$ cat config.mk
export PLATFORM = sky130hd
export DESIGN_NAME = sht3x_frame_decoder
export DESIGN_NICKNAME = d
export VERILOG_FILES = /design/src/rtl/sht3x_pkg.sv /design/src/rtl/sht3x_crc8.sv /design/src/rtl/sht3x_frame_decoder.sv
export SDC_FILE = /design/constraint.sdc
export NUM_CORES = 1
export LEC_CHECK = 0
export ABC_AREA = 1
export CORE_ASPECT_RATIO = 1.5
export CORE_MARGIN = 5
export CORE_UTILIZATION = 58
export CTS_CLUSTER_DIAMETER = 50
export DETAILED_ROUTE_END_ITERATION = 7
export GPL_TIMING_DRIVEN = 0
export PLACE_DENSITY = 0.79
export REMOVE_ABC_BUFFERS = 1
export SYNTH_ARGS = -nofsm -noshare
export SYNTH_HDL_FRONTEND = slang
export SYNTH_HIERARCHICAL = 1
export SYNTH_SLANG_ARGS = --single-unit
$ cat constraint.sdc
create_clock -name clk -period 4.3 [get_ports clk]
set_clock_uncertainty 0.15 [all_clocks]
set_input_delay 1.075 -clock clk [delete_from_list [all_inputs] [get_ports clk]]
set_output_delay 1.075 -clock clk [all_outputs]
set_load 0.02 [all_outputs]
$ cat src/rtl/sht3x_pkg.sv
// Shared types and constants for the SHT3x measurement frame decoder.
// Covers CRC-8 parameters, fixed-point scale factors and frame geometry.
package sht3x_pkg;

  typedef enum logic [2:0] {
    StIdle,
    StCollect,
    StCheck,
    StConvert,
    StDone
  } state_e;

  localparam logic [7:0]  CrcPoly    = 8'h31;
  localparam logic [7:0]  CrcInit    = 8'hFF;

  localparam logic [26:0] TempScale  = 27'd1750;
  localparam logic [26:0] HumScale   = 27'd1000;
  localparam logic [11:0] TempOffset = 12'd450;
  localparam logic [26:0] RoundConst = 27'd32768;

  localparam int unsigned FrameLen   = 6;
  localparam logic [2:0]  LastIdx    = 3'(FrameLen - 1);

endpackage

$ cat src/rtl/sht3x_crc8.sv
// Combinational single-byte CRC-8 update (MSB first, no reflection, no final XOR).
module sht3x_crc8
  import sht3x_pkg::*;
(
  input  logic [7:0] crc_in,
  input  logic [7:0] data,
  output logic [7:0] crc_out
);

  always_comb begin
    logic [7:0] c;
    c = crc_in ^ data;
    for (int i = 0; i < 8; i++) begin
      c = c[7] ? ((c << 1) ^ CrcPoly) : (c << 1);
    end
    crc_out = c;
  end

endmodule

$ cat src/rtl/sht3x_frame_decoder.sv
// Collects a 6-byte SHT3x measurement frame, checks both word CRCs and converts
// the raw words to 0.1 degC / 0.1 %RH fixed-point results.
module sht3x_frame_decoder
  import sht3x_pkg::*;
(
  input  logic               clk,
  input  logic               rst_n,
  input  logic               frame_start,
  input  logic [7:0]         rx_byte,
  input  logic               rx_byte_valid,
  input  logic               abort,
  output logic signed [11:0] temp_dc,
  output logic [9:0]         hum_dpm,
  output logic               meas_valid,
  output logic               crc_error,
  output logic [1:0]         crc_fail_mask,
  output logic               busy
);

  state_e      state_q, state_d;
  logic [2:0]  idx_q, idx_d;
  logic [15:0] raw_t_q, raw_t_d, raw_h_q, raw_h_d;
  logic [7:0]  rx_crc_t_q, rx_crc_t_d, rx_crc_h_q, rx_crc_h_d;
  logic [7:0]  crc_t_q, crc_t_d, crc_h_q, crc_h_d;
  logic [1:0]  fail_q, fail_d;
  logic [26:0] prod_t_q, prod_t_d, prod_h_q, prod_h_d;
  logic [11:0] temp_q, temp_d;
  logic [9:0]  hum_q, hum_d;
  logic        mv_q, mv_d, ce_q, ce_d;
  logic [1:0]  mask_q, mask_d;

  logic [7:0]  crc_in, crc_out;
  logic [26:0] t_round, h_round;

  // Bytes 0..2 belong to the temperature word, 3..5 to humidity.
  assign crc_in = (idx_q < 3'd3) ? crc_t_q : crc_h_q;

  sht3x_crc8 u_crc8 (
    .crc_in  (crc_in),
    .data    (rx_byte),
    .crc_out (crc_out)
  );

  assign t_round = prod_t_q + RoundConst;
  assign h_round = prod_h_q + RoundConst;

  always_comb begin
    state_d    = state_q;
    idx_d      = idx_q;
    raw_t_d    = raw_t_q;
    raw_h_d    = raw_h_q;
    rx_crc_t_d = rx_crc_t_q;
    rx_crc_h_d = rx_crc_h_q;
    crc_t_d    = crc_t_q;
    crc_h_d    = crc_h_q;
    fail_d     = fail_q;
    prod_t_d   = prod_t_q;
    prod_h_d   = prod_h_q;
    temp_d     = temp_q;
    hum_d      = hum_q;
    mask_d     = mask_q;
    mv_d       = 1'b0;
    ce_d       = 1'b0;

    if (abort) begin
      state_d = StIdle;
      idx_d   = 3'd0;
    end else if (frame_start) begin
      state_d = StCollect;
      idx_d   = 3'd0;
      crc_t_d = CrcInit;
      crc_h_d = CrcInit;
    end else begin
      unique case (state_q)
        StIdle: ;
        StCollect: begin
          if (rx_byte_valid) begin
            idx_d = idx_q + 3'd1;
            unique case (idx_q)
              3'd0: begin raw_t_d[15:8] = rx_byte; crc_t_d = crc_out; end
              3'd1: begin raw_t_d[7:0]  = rx_byte; crc_t_d = crc_out; end
              3'd2: rx_crc_t_d = rx_byte;
              3'd3: begin raw_h_d[15:8] = rx_byte; crc_h_d = crc_out; end
              3'd4: begin raw_h_d[7:0]  = rx_byte; crc_h_d = crc_out; end
              default: rx_crc_h_d = rx_byte;
            endcase
            if (idx_q == LastIdx) state_d = StCheck;
          end
        end
        StCheck: begin
          fail_d  = {crc_h_q != rx_crc_h_q, crc_t_q != rx_crc_t_q};
          state_d = StConvert;
        end
        StConvert: begin
          prod_t_d = 27'(raw_t_q) * TempScale;
          prod_h_d = 27'(raw_h_q) * HumScale;
          state_d  = StDone;
        end
        StDone: begin
          mask_d = fail_q;
          if (fail_q == 2'b00) begin
            mv_d   = 1'b1;
            temp_d = {1'b0, 11'(t_round >> 16)} - TempOffset;
            hum_d  = 10'(h_round >> 16);
          end else begin
            ce_d = 1'b1;
          end
          state_d = StIdle;
        end
        default: state_d = StIdle;
      endcase
    end
  end

  always_ff @(posedge clk or negedge rst_n) begin
    if (!rst_n) begin
      state_q    <= StIdle;
      idx_q      <= 3'd0;
      raw_t_q    <= 16'd0;
      raw_h_q    <= 16'd0;
      rx_crc_t_q <= 8'd0;
      rx_crc_h_q <= 8'd0;
      crc_t_q    <= CrcInit;
      crc_h_q    <= CrcInit;
      fail_q     <= 2'b00;
      prod_t_q   <= 27'd0;
      prod_h_q   <= 27'd0;
      temp_q     <= 12'd0;
      hum_q      <= 10'd0;
      mv_q       <= 1'b0;
      ce_q       <= 1'b0;
      mask_q     <= 2'b00;
    end else begin
      state_q    <= state_d;
      idx_q      <= idx_d;
      raw_t_q    <= raw_t_d;
      raw_h_q    <= raw_h_d;
      rx_crc_t_q <= rx_crc_t_d;
      rx_crc_h_q <= rx_crc_h_d;
      crc_t_q    <= crc_t_d;
      crc_h_q    <= crc_h_d;
      fail_q     <= fail_d;
      prod_t_q   <= prod_t_d;
      prod_h_q   <= prod_h_d;
      temp_q     <= temp_d;
      hum_q      <= hum_d;
      mv_q       <= mv_d;
      ce_q       <= ce_d;
      mask_q     <= mask_d;
    end
  end

  assign temp_dc       = temp_q;
  assign hum_dpm       = hum_q;
  assign meas_valid    = mv_q;
  assign crc_error     = ce_q;
  assign crc_fail_mask = mask_q;
  assign busy          = (state_q != StIdle);

endmodule

==> results of run 1 <==
state kept, by name (all words and copies together), names as in the netlist, 3 cells and up:
name / cells
raw_h_q: 16
raw_t_q: 16
prod_t_q: 12
temp_dc: 12
prod_h_q: 11
hum_dpm: 10
crc_h_q: 8
crc_t_q: 8
rx_crc_h_q: 8
rx_crc_t_q: 8
idx_q: 3
state_q: 3
cell usage in the layout (no fill, tap or decap), types with 9 or more instances in the layout:
master and count:
ha_4 40, nand2_2 22, a21oi_2 13, xor2_1 34, nand4_1 17, nand3_1 65, dfstp_2 16, dfrtp_2 28
nor2_1 62, o21ai_1 26, inv_1 261, clkdlybuf4s50_1 38, nor2_4 10, o21ai_2 13, clkbuf_16 17, ha_1 107
fa_1 105, inv_2 30, a21oi_1 34, o21ai_0 71, buf_4 39, dfrtp_1 77, nand3_2 9, nor2_2 9
nand2_4 9, nand2_1 339
power by group:
group	internal [W]	switching (W)	leakage [nW]
Sequential	0.00130	0.000168	1.56
Clock	0.000809	0.000597	0.276
Combinational	0.00320	0.00451	5.85
per-stage QoR:
step	utilization	std cells	hold slack, ns	power, W
after floorplan	-	1496	0.3123	0.004909
after global placement	0.6175	1803	0.3122	0.005986
after detailed placement	0.6189	1804	0.3147	0.006124
after CTS	0.6850	1859	0.3309	0.009126
after global routing	0.7070	1879	0.3430	0.01128
final	0.7070	1879	0.3240	0.01058
worst max path at each step:
stage                        end  slack [ns]  cells after the start
finish              prod_t_q[25]       -0.19                     19
global route        prod_t_q[25]       -0.32                     19
CTS                 prod_t_q[20]       -0.04                     20
detailed placement  prod_t_q[20]       -0.63                     20
global placement        idx_q[0]       -2.60                      1
floorplan           prod_t_q[20]       -0.09                     18
kinds of logic after synthesis:
family	count (synthesis)	share of synthesized area
AO/OA/AOI/OAI	186	0.08358
XOR/XNOR	50	0.03813
adder cells (fa/ha/maj)	258	0.3245
buffers and inverters	311	0.09933
flip-flops	121	0.2444
multiplexers	8	0.007224
AND/OR/NAND/NOR	580	0.2029
layer usage:
layer,GRT usage,wire length [um],vias to the layer above
met5,0,0,-
met4,0.1468,2030,0
met3,0.03455,1325,170
met2,0.4742,17070,383
met1,0.2817,11670,4998
li1,-,-,4952
worst max-delay path: cells and delay by family, from the launching register on:
| family | cells | cell delay, ns |
|---|---|---|
| adders and majority gates | 6 | 2.54 |
| buffers and inverters | 5 | 0.34 |
| DFF | 1 | 0.50 |
| and+or+nand+nor | 8 | 0.85 |
layout make-up:
| class | count | area, um2 | area share |
|---|---|---|---|
| Clock buffer | 18 | 429.2 | 0.02871 |
| Sequential cell | 121 | 3083 | 0.2062 |
| Clock inverter | 14 | 138.9 | 0.009289 |
| Inverter | 293 | 1105 | 0.07390 |
| Tap cell | 268 | 335.3 | 0.02243 |
| Multi-Input combinational cell | 1082 | 9094 | 0.6083 |
| Timing Repair Buffer | 83 | 765.7 | 0.05122 |
timing repair:
action,in CTS,in global routing
endpoints found under the setup margin,19,27
pin swaps,64,48
gates resized for setup,138,84
buffers inserted,23,19
hold endpoints to repair,0,0
==> impl_metrics.toml, run 1 <==
[finish]
fin_nets = 1869
fillerInstances = 1500
drive_above_1_share = 0.1986
design_area_um2 = 14950
num_antenna_cells = 0
synthToLayoutAreaGrowth_pct = 19.89

[drt]
vias = 10500
dr.pass1.iters = 8
wl_um = 32090
avgViaCountPerCell = 5.590
drtIter0Drc = 581
drc = 9
antenna_left = 0
wire_per_inst_um = 17.08

[clock_tree]
path_clk_slew_ns = 0.07
cts_tree = "yes"
h-tree-depth = 4
holdBufCountCts = 0
clk_path_buf_depth = 2
cts_sinks = 121
cts_buffers = 17
cts_root_buffer = "clkbuf_16"
clk_latency_ns = 0.44

[setup_path]
crit_fanout = 6
worstSetupStartpoint = "raw_t_q[13]"
critPathLaunchType = "flop"
crit_type = "flop to flop"
critical_path.slowest_cell = "fa_1"
worstPathCellList = "ha_4 -> inv_1 -> fa_1 -> inv_2 -> fa_1 -> inv_1 -> fa_1 -> inv_2 -> ha_4 -> ha_4 -> nand2_4 -> nor2_4 -> inv_1 -> nor3_2 -> nand3_1 -> nand3_1 -> nand2_1 -> nand3_1 -> nand2_1"
arrival_ns = 4.67
reg2reg_depth = 19
r2r_slack_ns = -0.19
cp_data_required_time_ns = 4.49
timing.rr.end = "prod_t_q[25]"
critPathMaxStageDelay_ns = 0.60
cp-end-kind = "flop"
reg2reg_from = "raw_t_q[13]"

[logic_synthesis]
synth_area_um2 = 12470
async_flop_share = 1.000
avgSynthCellArea_um2 = 8.237
synth_top_area_cell = "dfrtp_1"
synthTopCellsByArea = "dfrtp_1 (21%), fa_1 (17%), ha_1 (15%)"
synth_cell_types = 49
synth_commonest_cells = "nand2_1 (361), inv_1 (288), ha_1 (149), fa_1 (109), dfrtp_1 (105)"
synth_top_area_share = 0.2107
synthesis.yosys.warnings = 6
synth.most_common_cell = "nand2_1"
synthCells = 1514
ys.flop_type = "dfrtp_1"
synth_seq_cells = 121
synth_edf_count = 0
yosysSeqAreaShare = 0.2444

[floorplanning]
core_um2 = 21150
num_rows = 65
num_io_pins = 40
die_h_um = 189.6
initial_utilization = 0.5898
fp.dieW_um = 129.7
dieArea_um2 = 24590

[global_routing]
overflow = 0
antenna_found_initial = 0
grt_max_degree = 99
grt_pass1_wl_um = 50930
track_usage = 0.2592
grt_pass1_vias = 10850

[worst_hold_path]
min_to = "temp_dc[9]"
hold_path_depth = 2
min_from = "temp_dc[9]"
hp-class = "flop to flop"

[placed_design]
dp_hpwl_um = 22020
gp_congestion = 0.9826
port_buffers = 39
dpl_cell_area_um2 = 13090
pre_cts_ws_ns = -0.6329

[sta]
setup_violations = 12
relSlewSlack = 0.5724
drv_slew = 0
fmax_mhz = 222.8
layout_min_cycle_time_ns = 4.489
tightestPinTransition_ns = 0.6366
setup_slack_ns = -0.1892
setup_tns_ns = -1.644
hold_viol_final = 0
rsz0062_at_grt = "yes"
fin_crit_sh = 1.044

[power_and_ir_drop]
vdd_drop_max_mv = 0.7819
p_leak_nw = 7.688
powerDensity_nw_per_um2 = 707.7

[outcome]
violations = "DRC, setup timing"
status = "finished, violations left"

[run]
drv_cap = 0
(Power assumes the default switching activity.)
==> run 2: changes to the inputs <==
--- a/config.mk
+++ b/config.mk
@@ -14,6 +14,7 @@
 export GPL_TIMING_DRIVEN = 0
 export PLACE_DENSITY = 0.79
 export REMOVE_ABC_BUFFERS = 1
+export SKIP_CTS_REPAIR_TIMING = 1
 export SYNTH_ARGS = -nofsm -noshare
 export SYNTH_HDL_FRONTEND = slang
 export SYNTH_HIERARCHICAL = 1
==> impl_metrics.toml, run 2 (same netlist as run 1, synthesis figures left out) <==
[global_routing]
track_usage = 0.2338
grt_pass1_wl_um = 46550
grt_max_degree = 99
antenna_found_initial = 0
grt_pass1_vias = 10200
overflow = 0

[power_and_ir_drop]
pwr-share-seq = 0.138
clockPowerShare = 0.133
powerDensity_nw_per_um2 = 704.7
vdd_drop_max_mv = 0.9463
p_sw_w = 0.005286
p_leak_nw = 7.808
combPwrFrac = 0.730
netSwitchingFraction = 0.5009
p_int_w = 0.005266
p_total_w = 0.01055

[finish]
design_area_um2 = 14980
synthToLayoutAreaGrowth_pct = 20.09
num_antenna_cells = 0
fin_nets = 1880
multi_input_comb_area_um2 = 9032
final_util = 0.7082
seq_area_um2 = 3080
layout_commonest_cell = "nand2_1"
fillerInstances = 1499
largestRegisters = "raw_h_q (16), raw_t_q (16)"
final_cell_mix = "nand2_1 (338), inv_1 (263), ha_1 (112)"
drive_above_1_share = 0.1961

[worst_hold_path]
hp-class = "flop to flop"
hold_path_depth = 2

[drt]
drtIter0Drc = 674
avgViaCountPerCell = 5.536
vias = 10460
dr.pass1.iters = 6
wire_per_inst_um = 17.11
drc = 0
wl_um = 32340
antenna_left = 0

[setup_path]
cp_data_required_time_ns = 4.48
arrival_ns = 4.87
reg2reg_depth = 19
critPathLaunchType = "flop"
crit_fanout = 6
worstPathCellList = "ha_4 -> inv_1 -> fa_1 -> inv_1 -> fa_1 -> fa_1 -> inv_1 -> fa_1 -> inv_1 -> ha_4 -> nand2_4 -> nor2_2 -> nand2_1 -> inv_2 -> nand4_1 -> nand3_1 -> nand2_1 -> nand3_1 -> nand2_1"
critPathBufInv = 5
critPathMaxStageDelay_ns = 0.57
crit_family = "adder cells"
cp.depth = 19
crit_type = "flop to flop"
critical_path.slowest_cell = "fa_1"
cp-end-kind = "flop"

[clock_tree]
h-tree-depth = 4
cts_tree = "yes"
clk_latency_ns = 0.43
path_clk_slew_ns = 0.06
clk_path_buf_depth = 2
cts_buffers = 17
cts_root_buffer = "clkbuf_16"
cts_sinks = 121

[sta]
setup_violations = 12
tightestPinTransition_ns = 0.6324
fin_crit_sh = 1.091
relSlewSlack = 0.5779
setup_slack_ns = -0.3933
drv_slew = 0
layout_min_cycle_time_ns = 4.693
hold_viol_final = 0
fmax_mhz = 213.1
rsz0062_at_grt = "yes"

[run]
drv_cap = 0

[placed_design]
port_buffers = 39
pre_cts_ws_ns = -0.6329
dp_hpwl_um = 22020
dpl_cell_area_um2 = 13090
gp_congestion = 0.9826

[outcome]
status = "finished, violations left"
violations = "setup timing"

[floorplanning]
fp.dieW_um = 129.7
die_h_um = 189.6
dieArea_um2 = 24590
initial_utilization = 0.5898
num_io_pins = 40
core_um2 = 21150
num_rows = 65
run 2: cell count changes in the layout (fill, tap and decap cells not counted), sizes merged:
cell,before,now
buf,45,56
run 2: path summary, 6_finish.rpt:
path,startpoint,end,slack [ns]
min in group asynchronous,rst_n,temp_dc[6],0.34
max in group asynchronous,rst_n,raw_t_q[14],2.89
worst max register to register,raw_t_q[8],prod_t_q[21],-0.39
worst min-delay path,temp_dc[9],temp_dc[9],0.32
worst max-delay path,raw_t_q[8],prod_t_q[21],-0.39
worst min register to register,temp_dc[9],temp_dc[9],0.32
run 2: area by class of cell:
class | instances | area share
clock inverters | 14 | 0.009274
inverters | 293 | 0.07377
well taps | 268 | 0.02239
flip-flops and latches | 121 | 0.2057
multi-input cells | 1082 | 0.6031
repair buffers | 94 | 0.05706
clock buffers | 18 | 0.02866
run 2: per-layer routing:
metal	wire, um	vias to the layer above	global-route usage
li1	-	4974	-
met1	11940	5024	0.2669
met2	17420	328	0.4313
met3	1243	137	0.02865
met4	1728	0	0.1012
met5	0	-	0
run 2: stage by stage:
stage	setup TNS, ns	hold WS, ns	instances
after CTS	-6.824	0.3309	1836
final	-3.086	0.3237	1890
after global placement	-294.95	0.3122	1803
after detailed placement	-8.674	0.3147	1804
after floorplan	-0.1505	0.3123	1496
after global routing	-4.820	0.3430	1890
run 2: worst register-to-register path, stage by stage (launching register included):
cell and delay [ns]:
dfrtp_2 0.51, ha_4 0.30, inv_1 0.06, fa_1 0.51, inv_1 0.10, fa_1 0.57
fa_1 0.52, inv_1 0.06, fa_1 0.51, inv_1 0.07, ha_4 0.31, nand2_4 0.07
nor2_2 0.14, nand2_1 0.08, inv_2 0.09, nand4_1 0.17, nand3_1 0.16, nand2_1 0.07
nand3_1 0.09, nand2_1 0.05
run 2: power groups by stage:
stage / Clock [W] / Sequential, W / Combinational, W
after floorplan: 0 / 0.00141 / 0.00350
after global placement: 0 / 0.00145 / 0.00454
after detailed placement: 0 / 0.00146 / 0.00467
after CTS: 0.00141 / 0.00144 / 0.00470
after global routing: 0.00147 / 0.00147 / 0.00829
final: 0.00140 / 0.00145 / 0.00770
==> run 3: changes to the inputs <==
--- a/config.mk
+++ b/config.mk
@@ -19,3 +19,4 @@
 export SYNTH_HDL_FRONTEND = slang
 export SYNTH_HIERARCHICAL = 1
 export SYNTH_SLANG_ARGS = --single-unit
+export TNS_END_PERCENT = 20
==> impl_metrics.toml, run 3 (same netlist as run 1, synthesis figures left out) <==
[placed_design]
gp_congestion = 0.9826
port_buffers = 39
dp_hpwl_um = 22020

[clock_tree]
clk_latency_ns = 0.43
h-tree-depth = 4
cts_buffers = 17
cts_root_buffer = "clkbuf_16"
clk_path_buf_depth = 2
cts_sinks = 121
cts_tree = "yes"
path_clk_slew_ns = 0.07

[sta]
layout_min_cycle_time_ns = 4.654
fin_crit_sh = 1.082
fmax_mhz = 214.9
relSlewSlack = 0.5747
hold_ws_ns = 0.3237
setup_violations = 12
setup_slack_ns = -0.3538
hold_viol_final = 0
tightestPinTransition_ns = 0.6333
rsz0062_at_grt = "yes"
setup_tns_ns = -2.354
drv_slew = 0

[finish]
largestRegisters = "raw_h_q (16), raw_t_q (16)"
final_cell_mix = "nand2_1 (343), inv_1 (265), ha_1 (112)"
fin_nets = 1868
synthToLayoutAreaGrowth_pct = 18.72
layout_commonest_cell = "nand2_1"
fillerInstances = 1542
drive_above_1_share = 0.1820
num_antenna_cells = 0

[setup_path]
r2r_slack_ns = -0.35
crit_type = "flop to flop"
cp_data_required_time_ns = 4.48
cp-end-kind = "flop"
crit_fanout = 6
reg2reg_depth = 19
reg2reg_from = "raw_t_q[8]"
critPathLaunchType = "flop"
timing.rr.end = "prod_t_q[21]"
arrival_ns = 4.83

[power_and_ir_drop]
vdd_drop_max_mv = 1.022
p_total_w = 0.01054
powerDensity_nw_per_um2 = 711.8
p_leak_nw = 7.716

[drt]
vias = 10450
dr.pass1.iters = 5
avgViaCountPerCell = 5.567
drtIter0Drc = 646
drc = 0
wl_um = 31810
wire_per_inst_um = 16.94
antenna_left = 0

[floorplanning]
dieArea_um2 = 24590
die_h_um = 189.6
num_io_pins = 40
initial_utilization = 0.5898
num_rows = 65
fp.dieW_um = 129.7
core_um2 = 21150

[global_routing]
antenna_found_initial = 0
grt_pass1_wl_um = 46550
track_usage = 0.2338
grt_pass1_vias = 10200
overflow = 0
grt_max_degree = 99

[worst_hold_path]
min_to = "temp_dc[9]"
hp-class = "flop to flop"
hold_path_depth = 2
min_from = "temp_dc[9]"

[outcome]
status = "finished, violations left"
violations = "setup timing"

[run]
drv_cap = 0
[run 3: cell type report]
cell class	count	area (um2)	area share
multi-input combinational	1082	8959	0.6051
tap	268	335.3	0.02265
clock buffer	18	429.2	0.02899
inverter	293	1102	0.07445
sequential	121	3080	0.2081
timing repair buffer	82	760.7	0.05138
clock inverter	14	138.9	0.009381
[run 3: how the worst max path moves through the flow]
| stage | cells after the start | startpoint | to | slack, ns |
|---|---|---|---|---|
| final | 19 | raw_t_q[8] | prod_t_q[21] | -0.35 |
| after global routing | 19 | raw_t_q[4] | prod_t_q[21] | -0.45 |
| after CTS | 20 | raw_t_q[8] | prod_t_q[20] | -0.63 |
| after detailed placement | 20 | raw_t_q[8] | prod_t_q[20] | -0.63 |
| after global placement | 1 | rst_n | idx_q[0] | -2.60 |
| after floorplan | 18 | raw_t_q[8] | prod_t_q[20] | -0.09 |
[run 3: per-layer routing]
metal	up-vias	part of all wire	global-route usage
met5	-	0	0
met3	149	0.041	0.02865
met2	347	0.53	0.4313
met4	0	0.054	0.1012
li1	4942	-	-
met1	5016	0.37	0.2669
[run 3: critical path, cell delays in order, from the launching register on]
cell,delay (ns)
dfrtp_2,0.51
ha_4,0.30
inv_1,0.05
fa_1,0.50
inv_1,0.07
fa_1,0.50
fa_1,0.50
inv_1,0.06
fa_1,0.51
inv_1,0.07
ha_4,0.31
nand2_4,0.07
nor2_2,0.15
nand2_1,0.09
inv_2,0.11
nand4_1,0.19
nand3_1,0.19
nand2_1,0.07
nand3_1,0.08
nand2_1,0.05
[run 3: stage by stage]
step                        util  cell area, um2  std cells  setup slack, ns
after global routing      0.7002           14810       1878          -0.4517
after floorplan                -           12330       1496         -0.09052
after CTS                 0.6457           13650       1836          -0.6332
final                     0.7002           14810       1878          -0.3538
after detailed placement  0.6189           13090       1804          -0.6329
after global placement    0.6175           13060       1803           -2.597
[run 3: where the power goes]
group          total (W)  switching (W)  internal [W]
Clock            0.00140       0.000591      0.000810
Sequential       0.00145       0.000157       0.00130
Combinational    0.00768        0.00459       0.00310
Total             0.0105        0.00533       0.00521
